**config.mk**
```make
export PLATFORM = sky130hd
export DESIGN_NAME = bg_tile_fetcher
export DESIGN_NICKNAME = d
export VERILOG_FILES = /design/src/rtl/bg_tile_fetcher_pkg.sv /design/src/rtl/bg_tile_fetcher_tile_row_shifter.sv /design/src/rtl/bg_tile_fetcher.sv
export SDC_FILE = /design/constraint.sdc
export NUM_CORES = 1
export LEC_CHECK = 0
export ABC_AREA = 1
export CORE_ASPECT_RATIO = 0.6
export CORE_UTILIZATION = 56
export DETAILED_ROUTE_END_ITERATION = 8
export GPL_TIMING_DRIVEN = 0
export PLACE_DENSITY = 0.91
export RECOVER_POWER = 50
export SLEW_MARGIN = 20
export SYNTH_ARGS = -nofsm -noshare
export SYNTH_HDL_FRONTEND = slang
export SYNTH_SLANG_ARGS = --single-unit
```
**constraint.sdc**
```tcl
create_clock -name clk -period 2.9 [get_ports clk]
set_clock_uncertainty 0.2 [all_clocks]
set_input_delay 0.58 -clock clk [delete_from_list [all_inputs] [get_ports clk]]
set_output_delay 0.58 -clock clk [all_outputs]
set_load 0.01 [all_outputs]
```
**src/rtl/bg_tile_fetcher_pkg.sv**
```systemverilog
// rtl/bg_tile_fetcher_pkg.sv - shared states, geometry constants and VRAM address helpers for bg_tile_fetcher
package bg_tile_fetcher_pkg;

    localparam logic [2:0] ST_IDLE    = 3'd0;
    localparam logic [2:0] ST_MAP_RD  = 3'd1;
    localparam logic [2:0] ST_IDX_CAP = 3'd2;
    localparam logic [2:0] ST_DATA_RD = 3'd3;
    localparam logic [2:0] ST_ROW_CAP = 3'd4;
    localparam logic [2:0] ST_SHIFT   = 3'd5;

    localparam int TILES_PER_LINE = 20;
    localparam int MAP_W          = 32;
    localparam int BYTES_PER_TILE = 16;
    localparam int PIX_PER_TILE   = 8;

    localparam logic [15:0] MAP_BASE         = 16'h1800;
    localparam logic [15:0] TILE_BASE        = 16'h0000;
    localparam logic [15:0] SIGNED_TILE_BASE = 16'h1000;

    // Tile-map byte for a map row (row[7:3]) and column; wraps modulo 2^16.
    function automatic logic [15:0] map_addr(input logic [4:0] map_row, input logic [4:0] col);
        return MAP_BASE + 16'(map_row) * 16'(MAP_W) + 16'(col);
    endfunction

    // First bitplane byte of a tile row, unsigned index mode.
    function automatic logic [15:0] tile_addr(input logic [7:0] idx, input logic [2:0] fine);
        return TILE_BASE + 16'(idx) * 16'(BYTES_PER_TILE) + 16'({fine, 1'b0});
    endfunction

    // First bitplane byte of a tile row, signed index mode centred on 0x1000.
    function automatic logic [15:0] tile_addr_signed(input logic [7:0] idx, input logic [2:0] fine);
        return SIGNED_TILE_BASE + {{8{idx[7]}}, idx} * 16'(BYTES_PER_TILE) + 16'({fine, 1'b0});
    endfunction

endpackage

```
**src/rtl/bg_tile_fetcher_tile_row_shifter.sv**
```systemverilog
// rtl/bg_tile_fetcher_tile_row_shifter.sv - holds one tile row's bitplanes and streams 8 pixels MSB first
module tile_row_shifter
    import bg_tile_fetcher_pkg::*;
(
    input  logic       clk,
    input  logic       rst_n,
    input  logic       load_i,
    input  logic [7:0] lo_i,
    input  logic [7:0] hi_i,
    input  logic       ready_i,
    output logic [1:0] pix_o,
    output logic       valid_o,
    output logic       last_o
);

    logic [7:0] lo_q, lo_d;
    logic [7:0] hi_q, hi_d;
    logic [2:0] cnt_q, cnt_d;
    logic       valid_q, valid_d;
    logic       accept;

    assign accept  = valid_q & ready_i;
    assign pix_o   = {hi_q[7], lo_q[7]};
    assign valid_o = valid_q;
    assign last_o  = accept && (cnt_q == 3'(PIX_PER_TILE - 1));

    // Load a fresh row, or shift one pixel out per accepted transfer; hold under backpressure.
    always_comb begin
        lo_d    = lo_q;
        hi_d    = hi_q;
        cnt_d   = cnt_q;
        valid_d = valid_q;
        if (load_i) begin
            lo_d    = lo_i;
            hi_d    = hi_i;
            cnt_d   = 3'd0;
            valid_d = 1'b1;
        end else if (accept) begin
            lo_d  = {lo_q[6:0], 1'b0};
            hi_d  = {hi_q[6:0], 1'b0};
            cnt_d = cnt_q + 3'd1;
            if (cnt_q == 3'(PIX_PER_TILE - 1)) begin
                valid_d = 1'b0;
            end
        end
    end

    // Shifter state registers.
    always_ff @(posedge clk or negedge rst_n) begin
        if (!rst_n) begin
            lo_q    <= 8'd0;
            hi_q    <= 8'd0;
            cnt_q   <= 3'd0;
            valid_q <= 1'b0;
        end else begin
            lo_q    <= lo_d;
            hi_q    <= hi_d;
            cnt_q   <= cnt_d;
            valid_q <= valid_d;
        end
    end

endmodule

```
**src/rtl/bg_tile_fetcher.sv**
```systemverilog
// rtl/bg_tile_fetcher.sv - background tile fetcher top; SIGNED_TILE_IDX_EN adds signed tile indexing
module bg_tile_fetcher
    import bg_tile_fetcher_pkg::*;
(
    input  logic        clk,
    input  logic        rst_n,
    input  logic        start,
    input  logic [7:0]  row,
    input  logic [4:0]  col0,
`ifdef SIGNED_TILE_IDX_EN
    input  logic        idx_signed,
`endif
    output logic [15:0] vram_addr,
    input  logic [7:0]  vram_d0,
    input  logic [7:0]  vram_d1,
    output logic [1:0]  pix,
    output logic        pix_valid,
    input  logic        pix_ready,
    output logic        busy,
    output logic        line_done
);

    logic [2:0]  state_q, state_d;
    logic [7:0]  row_q, row_d;
    logic [4:0]  col_q, col_d;
    logic [4:0]  tcnt_q, tcnt_d;
    logic [15:0] addr_q, addr_d;
    logic        busy_q, busy_d;
    logic        done_q, done_d;
    logic        load;
    logic        last_pix;
    logic [15:0] row_addr;
`ifdef SIGNED_TILE_IDX_EN
    logic        sgn_q, sgn_d;
`endif

    assign vram_addr = addr_q;
    assign busy      = busy_q;
    assign line_done = done_q;

    // Tile-row address for the index byte VRAM is presenting now.
`ifdef SIGNED_TILE_IDX_EN
    assign row_addr = sgn_q ? tile_addr_signed(vram_d0, row_q[2:0]) : tile_addr(vram_d0, row_q[2:0]);
`else
    assign row_addr = tile_addr(vram_d0, row_q[2:0]);
`endif

    // Fetch sequencer: map read, index capture, row read, row capture, then wait out 8 pixels.
    always_comb begin
        state_d = state_q;
        row_d   = row_q;
        col_d   = col_q;
        tcnt_d  = tcnt_q;
        addr_d  = addr_q;
        busy_d  = busy_q;
        done_d  = 1'b0;
        load    = 1'b0;
`ifdef SIGNED_TILE_IDX_EN
        sgn_d   = sgn_q;
`endif
        case (state_q)
            ST_IDLE: begin
                if (start) begin
                    row_d   = row;
                    col_d   = col0;
                    tcnt_d  = 5'd0;
                    addr_d  = map_addr(row[7:3], col0);
                    busy_d  = 1'b1;
`ifdef SIGNED_TILE_IDX_EN
                    sgn_d   = idx_signed;
`endif
                    state_d = ST_MAP_RD;
                end
            end
            ST_MAP_RD:  state_d = ST_IDX_CAP;
            ST_IDX_CAP: begin
                addr_d  = row_addr;
                state_d = ST_DATA_RD;
            end
            ST_DATA_RD: state_d = ST_ROW_CAP;
            ST_ROW_CAP: begin
                load    = 1'b1;
                state_d = ST_SHIFT;
            end
            ST_SHIFT: begin
                if (last_pix) begin
                    col_d = col_q + 5'd1;
                    if (tcnt_q == 5'(TILES_PER_LINE - 1)) begin
                        busy_d  = 1'b0;
                        done_d  = 1'b1;
                        state_d = ST_IDLE;
                    end else begin
                        tcnt_d  = tcnt_q + 5'd1;
                        addr_d  = map_addr(row_q[7:3], col_q + 5'd1);
                        state_d = ST_MAP_RD;
                    end
                end
            end
            default: state_d = ST_IDLE;
        endcase
    end

    // Sequencer and output registers.
    always_ff @(posedge clk or negedge rst_n) begin
        if (!rst_n) begin
            state_q <= ST_IDLE;
            row_q   <= 8'd0;
            col_q   <= 5'd0;
            tcnt_q  <= 5'd0;
            addr_q  <= 16'd0;
            busy_q  <= 1'b0;
            done_q  <= 1'b0;
`ifdef SIGNED_TILE_IDX_EN
            sgn_q   <= 1'b0;
`endif
        end else begin
            state_q <= state_d;
            row_q   <= row_d;
            col_q   <= col_d;
            tcnt_q  <= tcnt_d;
            addr_q  <= addr_d;
            busy_q  <= busy_d;
            done_q  <= done_d;
`ifdef SIGNED_TILE_IDX_EN
            sgn_q   <= sgn_d;
`endif
        end
    end

    tile_row_shifter u_shifter (
        .clk     (clk),
        .rst_n   (rst_n),
        .load_i  (load),
        .lo_i    (vram_d0),
        .hi_i    (vram_d1),
        .ready_i (pix_ready),
        .pix_o   (pix),
        .valid_o (pix_valid),
        .last_o  (last_pix)
    );

endmodule

```
# == Word-level counts from Yosys, hierarchy flattened ==
# Index checks and enable logic that the tools add are counted.
# totals
register_bits,59
output_inout_bits,21
wordCells,76
# classes
add_sub_neg,8
eq_ne,11
muxes,32
bitwise_logic,1
reduce_logical,13
# ops
op,n
$mux W16,3
$pmux W16 S3,1
$mux W8,4
$add A14 B5 Y15,2
$add A13 B10 Y14 const A,2
$mux W5,5
$pmux W5 S2,2
$pmux W3 S6,1
$add A12 B4 Y13,1
$mux W3,4
$reduce_and A4 Y1,3
$mux W1,11
$add A5 B1 Y5 const B,2
$eq A3 B3 Y1 const B,3
$ne A2 B2 Y1 const B,4
$eq A3 B2 Y1 const B,2
$reduce_and A2 Y1,3
$reduce_bool A2 Y1,3
$eq A5 B5 Y1 const B,1
$add A3 B1 Y3 const B,1
$eq A3 B1 Y1 const B,1
$logic_not A3 Y1,1
$reduce_and A3 Y1,1
$reduce_bool A3 Y1,1
3 further kinds,3

# == Longest topological paths before layout ==
# Gate-level depths: netlist of run 1.
# logic_depth
depth_word,5
depth_mapped,10

# == Hierarchy ==
# From an unflattened synthesis of run 1, not the netlist that was laid out.
# unflattened
hier_cells,388
area_unflattened_um2,3046.7
# modules_own_cells
mod,instances,cells_each,area_each_um2,seq_area_each_um2
bg_tile_fetcher,1,249,1981.9,900.9
tile_row_shifter,1,139,1064.8,500.5

# == Least setup slack after synthesis of run 1 ==
# OpenSTA, ideal clock, no wires.
# synth_timing
path_type,input-to-reg
startpoint,input port pix_ready
endpoint,register addr_q[11] (netlist: vram_addr[11])
arrival_ps,1338
t_required_ps,2635
slack_ps,1297
stages,8
path_buffers,0
path_cell_list,nand2_1 > inv_2 > nand2_1 > nand2_2 > nand2_4 > nor2_4 > nand2_1 > nand2_1
# synth_via
elab_chain_len,4
# synth_rtl
item,line,source
"start, declared",bg_tile_fetcher.sv:18,"input logic pix_ready,"
$and A1 B1 Y1,bg_tile_fetcher_tile_row_shifter.sv:22,assign accept = valid_q & ready_i;
$logic_and A1 B1 Y1,bg_tile_fetcher_tile_row_shifter.sv:25,assign last_o = accept && (cnt_q == 3'(PIX_PER_TILE - 1));
$ne A2 B2 Y1 (no line),n/a,
$reduce_and A4 Y1 (no line),n/a,
"end signal, assigned",bg_tile_fetcher.sv:121,addr_q <= addr_d;
"end, declared",bg_tile_fetcher.sv:27,"logic [15:0] addr_q, addr_d;"
# No other way between the ends.
# A chain may end at the register's enable or synchronous reset.

# == Final worst setup path of run 1 ==
# layout_timing
startpoint,input port pix_ready
endpoint,register addr_q[7] (netlist: vram_addr[7])
# Same word-level chain as after synthesis.

==> implementation parameters, run 1 <==
Parameter                              Value

Job
  Max Cap Violations ... 0

Detailed routing
  Detailed-router iteration count before antenna repair ... 5
  Average wire per cell in the routed design ... between 15 and 20 um
  DR vias ... roughly 2700
  Per-cell via count in the routed design ... 5.51
  Iteration-0 DRC count of the detailed router ... about 220
  DRC violation count after routing ... 0
  Number of antenna-violating nets in the routed design ... 0
  Total length of routed wires ... roughly 7500 um

Synthesis
  Yosys warning count ... 0
  Post-synthesis register bit count ... 56
  Number of distinct library cells after synthesis ... 26
  Portion of synthesized cell area occupied by the leading cell type ... 48.6%
  Simple-Gate Fraction of Synth Area ... about 37%
  Average instance area after synthesis ... ~7.7 um2
  Adder and majority cell fraction of the synthesized area ... about 1.7%
  Leading cell types by total area after synthesis ... sky130_fd_sc_hd__dfrtp_1 49%, sky130_fd_sc_hd__nand2_1 19%, sky130_fd_sc_hd__nand3_1 11%
  Multiplexer area fraction after synthesis ... 0%
  Post-synthesis cell count ... between 300 and 400
  Proportion of synthesized chip area in sequential cells ... about 49%
  Main combinational cell family by area after synthesis ... simple AND/OR/NAND/NOR gates
  Cell area after synthesis ... just under 3000 um2
  Xor-xnor portion of the synthesized cell area ... less than 1%
  Cell type with the highest aggregate area in the netlist ... sky130_fd_sc_hd__dfrtp_1
  Area fraction in compound gates after synthesis ... approximately 3.5%

Global routing
  Pin count of the biggest net entering global routing ... 57
  Global-route total usage across every layer ... about 30%
  Busiest grt layer ... met2
  Number of global-route vias before repair ... roughly 2600
  Met1 demand-to-capacity share in global routing ... between 40 and 50%
  First-pass GRT wire length ... ~12000 um
  Antenna violations before repair ... 0
  Final global-route overflow total ... 0
  Global routing usage on met3 ... roughly 8.0%
  Met2 Track Usage GR ... between 40% and 50%

Timing
  Worst hold slack ... about 290 ps
  Fmax ... 0.432 GHz
  Relative slew slack ... 8.84%
  Count of final setup violators ... 0
  Hold violation total from the final report ... 0
  Final period util ... approximately 80%
  Final critical delay including setup and external delays ... roughly 2300 ps
  Count of final max-slew check failures ... 0
  Transition time at the pin with the least slew margin ... 1370 ps
  Final TNS setup ... 0 ps
  Unrepaired setup endpoints after global routing ... no

Clocking
  TritonCTS clock tree ... yes
  Post-CTS Hold Fix Bufs ... 0
  Number of buffers added for setup after CTS ... 0
  Root buffer cell ... sky130_fd_sc_hd__clkbuf_8
  Clk Latency, worst-skew pair ... about 310 ps
  Maximum root-to-sink buffer count ... 2
  Number of levels in the clock H-tree ... 2
  Register clock-pin slew on the reported worst setup and hold paths ... about 100 ps
  Number of cells upsized or downsized after cts ... 0
  Number of buffers created by CTS ... 5
  Sinks on Clock Net ... 56

Floorplanning
  Die area ... 5450 um2
  Num ports ... 54
  Initial standard-cell utilization of the core ... 60.7%
  Y dimension of the die ... 57.6 um
  Floorplan core area ... between 4000 and 5000 um2
  Horiz. Die Dim ... between 90 and 100 um
  Rows ... 19

Critical path
  Endpoint type of the worst setup path ... register
  Arrival @ worst endpoint ... between 2000 and 2500 ps
  Max FO, Critical Path ... 10
  Element type at the critical path start ... input port
  R2R Path End ... vram_addr[7]$_DFFE_PN0P_
  FF-to-FF setup slack ... about 980 ps
  Depth of the worst register-to-register path ... 8
  Worst flop-to-flop path startpoint ... u_shifter.valid_o$_DFFE_PN0P_
  Worst setup path class ... input port to register
  Worst path required time ... just under 3000 ps

Final layout
  Fraction of layout cells with a size suffix above 1 ... approximately 9%
  Final antenna diode count ... 0
  Leading cell types in the layout, fill and taps excluded ... 147 x sky130_fd_sc_hd__nand2_1, 62 x sky130_fd_sc_hd__nand3_1, 56 x sky130_fd_sc_hd__dfrtp_1
  Area added between synthesis and finish ... 25.5%
  Commonest non-fill, non-tap cell in the layout ... sky130_fd_sc_hd__nand2_1
  Final-stage net count ... 470

Worst hold path
  Hold Startpoint ... vram_addr[5]$_DFFE_PN0P_
  Hold-critical path depth ... 2
  Worst Hold End ... vram_addr[5]$_DFFE_PN0P_
  Worst min path class ... register to register

Outcome
  Status ... completed

Power and ir drop
  IR drop worst, VDD ... 0.549 mV
  Power density over cell area ... 1040 nW/um2
  Leakage component of the power ... around 0.0019 uW

Placed design
  Count of buffers inserted at the top-level ports ... 50
  Routability cong. ... a little under 0.9
  Final HPWL DP ... 5120 um
==> metrics by stage <==
stage | util, % | std cells | total power [uW] | instance area [um2] | setup WS [ps]
final | 76.1 | 497 | 3780 | 3620 | 587
after global routing | 76.1 | 497 | 4030 | 3620 | 482
after CTS | 76.3 | 497 | 3750 | 3630 | 814
after detailed placement | 72.9 | 489 | 3040 | 3470 | 539
after global placement | 73.0 | 489 | 2950 | 3470 | -651
after floorplan | - | 376 | 2420 | 2890 | 1300
==> registers in the layout, summed over array words and instances, names as in the netlist <==
| register | cells |
|---|---|
| tcnt_q | 5 |
| line_done | 1 |
| state_q | 3 |
| u_shifter.hi_q | 8 |
| col_q | 5 |
| u_shifter.valid_o | 1 |
| busy | 1 |
| row_q | 8 |
| vram_addr | 13 |
| u_shifter.cnt_q | 3 |
| u_shifter.lo_q | 8 |
==> final cells by class <==
cell class	count	area (um2)
multi-input cells	273	1260
fillers	320	1130
plain buffers	19	124
inverters	28	105
repair buffers	50	495
clock buffers	5	68.8
well taps	63	78.8
clock inverters	3	90.1
flip-flops and latches	56	1400
==> worst max path at each step <==
stage          cells after the start                     startpoint                   endpoint
6_report                           9                      pix_ready   vram_addr[7]$_DFFE_PN0P_
2_1_floorplan                      8                      pix_ready  vram_addr[11]$_DFFE_PN0P_
5_1_grt                            9                      pix_ready   vram_addr[9]$_DFFE_PN0P_
4_1_cts                            2  u_shifter.hi_q[7]$_DFFE_PN0P_                     pix[1]
3_3_place_gp                       1                          rst_n   vram_addr[2]$_DFFE_PN0P_
3_5_place_dp                       9                      pix_ready   vram_addr[7]$_DFFE_PN0P_
==> cell families (layout without fill, tap and decap cells) <==
family          Yosys count  count (layout)
buf+inv                  47             105
compound gates           18              18
simple gates            245             245
other cells               1               3
fa+ha+maj                 4               4
flops                    56              56
xor+xnor                  3               3
==> worst max-delay path, stage by stage <==
cell and delay, ps:
sky130_fd_sc_hd__dlygate4sd3_1 520, sky130_fd_sc_hd__nand2_1 100, sky130_fd_sc_hd__inv_1 220, sky130_fd_sc_hd__nand2_1 140, sky130_fd_sc_hd__nand2_1 180, sky130_fd_sc_hd__nand2_4 100
sky130_fd_sc_hd__nor2_4 310, sky130_fd_sc_hd__nand2_1 110, sky130_fd_sc_hd__nand2_1 90
==> synthesized netlist by cell type (all sizes together) <==
cell	number
nand3	63
or2	1
xor2	3
a21oi	1
dfrtp	56
o21bai	2
nand4	4
inv	28
ha	4
buf	16
o211ai	1
clkbuf	3
nor2	24
nand3b	1
a31oi	3
conb	1
nand2	152
o21ai	11
==> per-layer routing <==
metal | vias to the layer above | wire, um
met5 | - | 0
met4 | 0 | 87
met3 | 13 | 648
met2 | 150 | 3380
met1 | 1278 | 3360
li1 | 1296 | -
==> report_power, final <==
group / internal [uW] / leakage (uW) / switching [uW]
Combinational: 693 / 0.00108 / 1040
Clock: 432 / 0.0000784 / 260
Sequential: 1110 / 0.000704 / 236
No activity file was read; power rests on OpenSTA's default activity.
==> inputs of run 2 (changes only) <==
--- a/config.mk
+++ b/config.mk
@@ -7,10 +7,10 @@
 export LEC_CHECK = 0
 export ABC_AREA = 1
 export CORE_ASPECT_RATIO = 0.6
-export CORE_UTILIZATION = 56
+export CORE_UTILIZATION = 47
 export DETAILED_ROUTE_END_ITERATION = 8
 export GPL_TIMING_DRIVEN = 0
-export PLACE_DENSITY = 0.91
+export PLACE_DENSITY = 0.82
 export RECOVER_POWER = 50
 export SLEW_MARGIN = 20
 export SYNTH_ARGS = -nofsm -noshare
==> constraint.sdc (replaced) <==
create_clock -name clk -period 2 [get_ports clk]
set_clock_uncertainty 0.2 [all_clocks]
set_input_delay 0.4 -clock clk [delete_from_list [all_inputs] [get_ports clk]]
set_output_delay 0.4 -clock clk [all_outputs]
set_load 0.01 [all_outputs]
==> run 2 against run 1 <==
  * Global-route usage is 6.2 points lower
  * Clock-buffer cell count is 1 higher
  * Non-clock buffer count is 4 higher
==> implementation parameters, run 2 (same netlist as run 1, synthesis figures left out) <==
Parameter                              Value

Outcome
  Status ... completed

Placed design
  Routability cong. ... approximately 0.85
  Final HPWL DP ... just over 5000 um
  Count of buffers inserted at the top-level ports ... 50

Power and ir drop
  Part of the total power dissipated in sequential elements ... approximately 38%
  Leakage component of the power ... roughly 0.0018 uW
  IR drop worst, VDD ... a little over 0.5 mV
  Power dissipated by switching net loads ... 2190 uW
  Fraction of power spent switching nets ... a little over two fifths
  Pint ... between 2000 and 3000 uW
  Clock network fraction of design power ... 11.9%
  Combinational group share of total power ... approximately 51%
  Power density over cell area ... approximately 1400 nW/um2

Timing
  Transition time at the pin with the least slew margin ... slightly below 800 ps
  Hold violation total from the final report ... 0
  Relative slew slack ... about half
  Unrepaired setup endpoints after global routing ... no
  Fmax ... around 0.52 GHz
  Final period util ... between 90 and 100%
  Final critical delay including setup and external delays ... 1910 ps
  Worst hold slack ... 278 ps
  Count of final max-slew check failures ... 0
  Count of final setup violators ... 0

Final layout
  Fill count ... 500
  Area added between synthesis and finish ... 25.1%
  Final-stage net count ... approximately 470
  Number of flip-flops in the largest register ... 13
  Final standard cell utilization of the core ... a little over three fifths
  Multi-input logic area ... 1260 um2
  Fraction of layout cells with a size suffix above 1 ... a little under a tenth
  Commonest non-fill, non-tap cell in the layout ... sky130_fd_sc_hd__nand2_1
  Leading cell types in the layout, fill and taps excluded ... 146 x sky130_fd_sc_hd__nand2_1, 62 x sky130_fd_sc_hd__nand3_1, 56 x sky130_fd_sc_hd__dfrtp_1
  Final antenna diode count ... 0
  Sequential Area ... around 1400 um2

Critical path
  Element type at the critical path start ... register
  Slowest-stage cell, CP ... sky130_fd_sc_hd__clkdlybuf4s50_1
  FF-to-FF setup slack ... 130 ps
  Longest individual stage delay on the worst path ... 520 ps
  Max FO, Critical Path ... 2
  Worst path required time ... roughly 1400 ps
  Arrival @ worst endpoint ... between 1000 and 1500 ps
  Worst setup path class ... register to output pin
  Endpoint type of the worst setup path ... output pin
  Worst path bufs/invs ... 2
  Sequence of cells on the critical path ... buf_4 -> clkdlybuf4s50_1
  Gate family responsible for the most delay along the worst path ... buffers and inverters

Clocking
  TritonCTS clock tree ... yes
  Register clock-pin slew on the reported worst setup and hold paths ... ~100 ps
  Clk Latency, worst-skew pair ... 310 ps
  Maximum root-to-sink buffer count ... 2
  Number of buffers created by CTS ... 5
  Number of levels in the clock H-tree ... 2
  Root buffer cell ... sky130_fd_sc_hd__clkbuf_8
  Sinks on Clock Net ... between 50 and 60

Detailed routing
  Detailed-router iteration count before antenna repair ... 5
  Average wire per cell in the routed design ... around 14 um
  Number of antenna-violating nets in the routed design ... 0
  Total length of routed wires ... around 7000 um
  Per-cell via count in the routed design ... about 5.2
  DR vias ... 2702
  Iteration-0 DRC count of the detailed router ... 151
  DRC violation count after routing ... 0

Job
  Max Cap Violations ... 0

Global routing
  Antenna violations before repair ... 0
  First-pass GRT wire length ... about 12000 um
  Pin count of the biggest net entering global routing ... 57
  Global-route total usage across every layer ... 23.3%
  Met2 Track Usage GR ... roughly a third
  Number of global-route vias before repair ... approximately 2500
  Global routing usage on met3 ... around 6.7%
  Busiest grt layer ... met1
  Met1 demand-to-capacity share in global routing ... 35.2%
  Final global-route overflow total ... 0

Floorplanning
  Floorplan core area ... 5750 um2
  Initial standard-cell utilization of the core ... 50.1%
  Rows ... 21
  Horiz. Die Dim ... 103 um
  Die area ... around 6500 um2
  Y dimension of the die ... 62.7 um
  Num ports ... 54

Worst hold path
  Worst min path class ... register to register
-- run 2: path summary, 6_finish.rpt --
check | from | end | cells past startpoint
max | u_shifter.hi_q[7]$_DFFE_PN0P_ | pix[1] | 2
max in group asynchronous | rst_n | row_q[3]$_DFFE_PN0P_ | 2
min in group asynchronous | rst_n | u_shifter.hi_q[5]$_DFFE_PN0P_ | 2
min | vram_addr[9]$_DFFE_PN0P_ | vram_addr[9]$_DFFE_PN0P_ | 2
min reg2reg | vram_addr[9]$_DFFE_PN0P_ | vram_addr[9]$_DFFE_PN0P_ | 2
max reg2reg | u_shifter.cnt_q[0]$_DFFE_PN0P_ | vram_addr[8]$_DFFE_PN0P_ | 10
-- run 2: area by class of cell --
class                   instances  share of cell area, %
plain buffers                  19                   3.40
well taps                      80                   2.77
inverters                      28                   2.91
clock buffers                   6                   2.01
flip-flops and latches         56                   38.8
clock inverters                 1                  0.139
multi-input cells             273                   34.9
repair buffers                 54                   15.0
-- run 2: per-layer routing --
layer	part of all wire, %	vias up	wire length, um
met4	0.90	0	64
met5	0	-	0
met2	42	126	2980
met3	10	11	720
met1	47	1260	3330
li1	-	1305	-
-- run 2: power groups by stage --
stage,Clock [uW],Combinational [uW],Sequential (uW)
6_report,609,2590,1930
5_1_grt,663,2900,1980
4_1_cts,610,2480,1930
3_5_place_dp,0,2470,1940
3_3_place_gp,0,2370,1930
2_1_floorplan,0,1570,1940
-- run 2: repair_timing --
action	4_1_cts	5_1_grt
hold endpoints to repair	56	0
resized for setup	0	0
setup buffers	0	3
hold buffers	1	0
setup endpoints to repair	0	8
-- run 2: metrics by stage --
step	total power [uW]	TNS (ps)	setup WS, ps	cell area (um2)	std cells
global route	5540	0	11.0	3610	517
floorplan	3510	0	410	2890	376
global placement	4300	-84000	-1460	3490	506
finish	5130	0	90.8	3610	517
CTS	5010	0	60.5	3580	514
detailed placement	4420	-3930	-258	3490	506
-- run 2: worst register-to-register path, delay by kind of cell (launching register included) --
kind                     cells  cell delay, ps
flip-flops                   1             400
adder cells (fa/ha/maj)      2             350
AND/OR/NAND/NOR              6             610
buffers and inverters        2             220
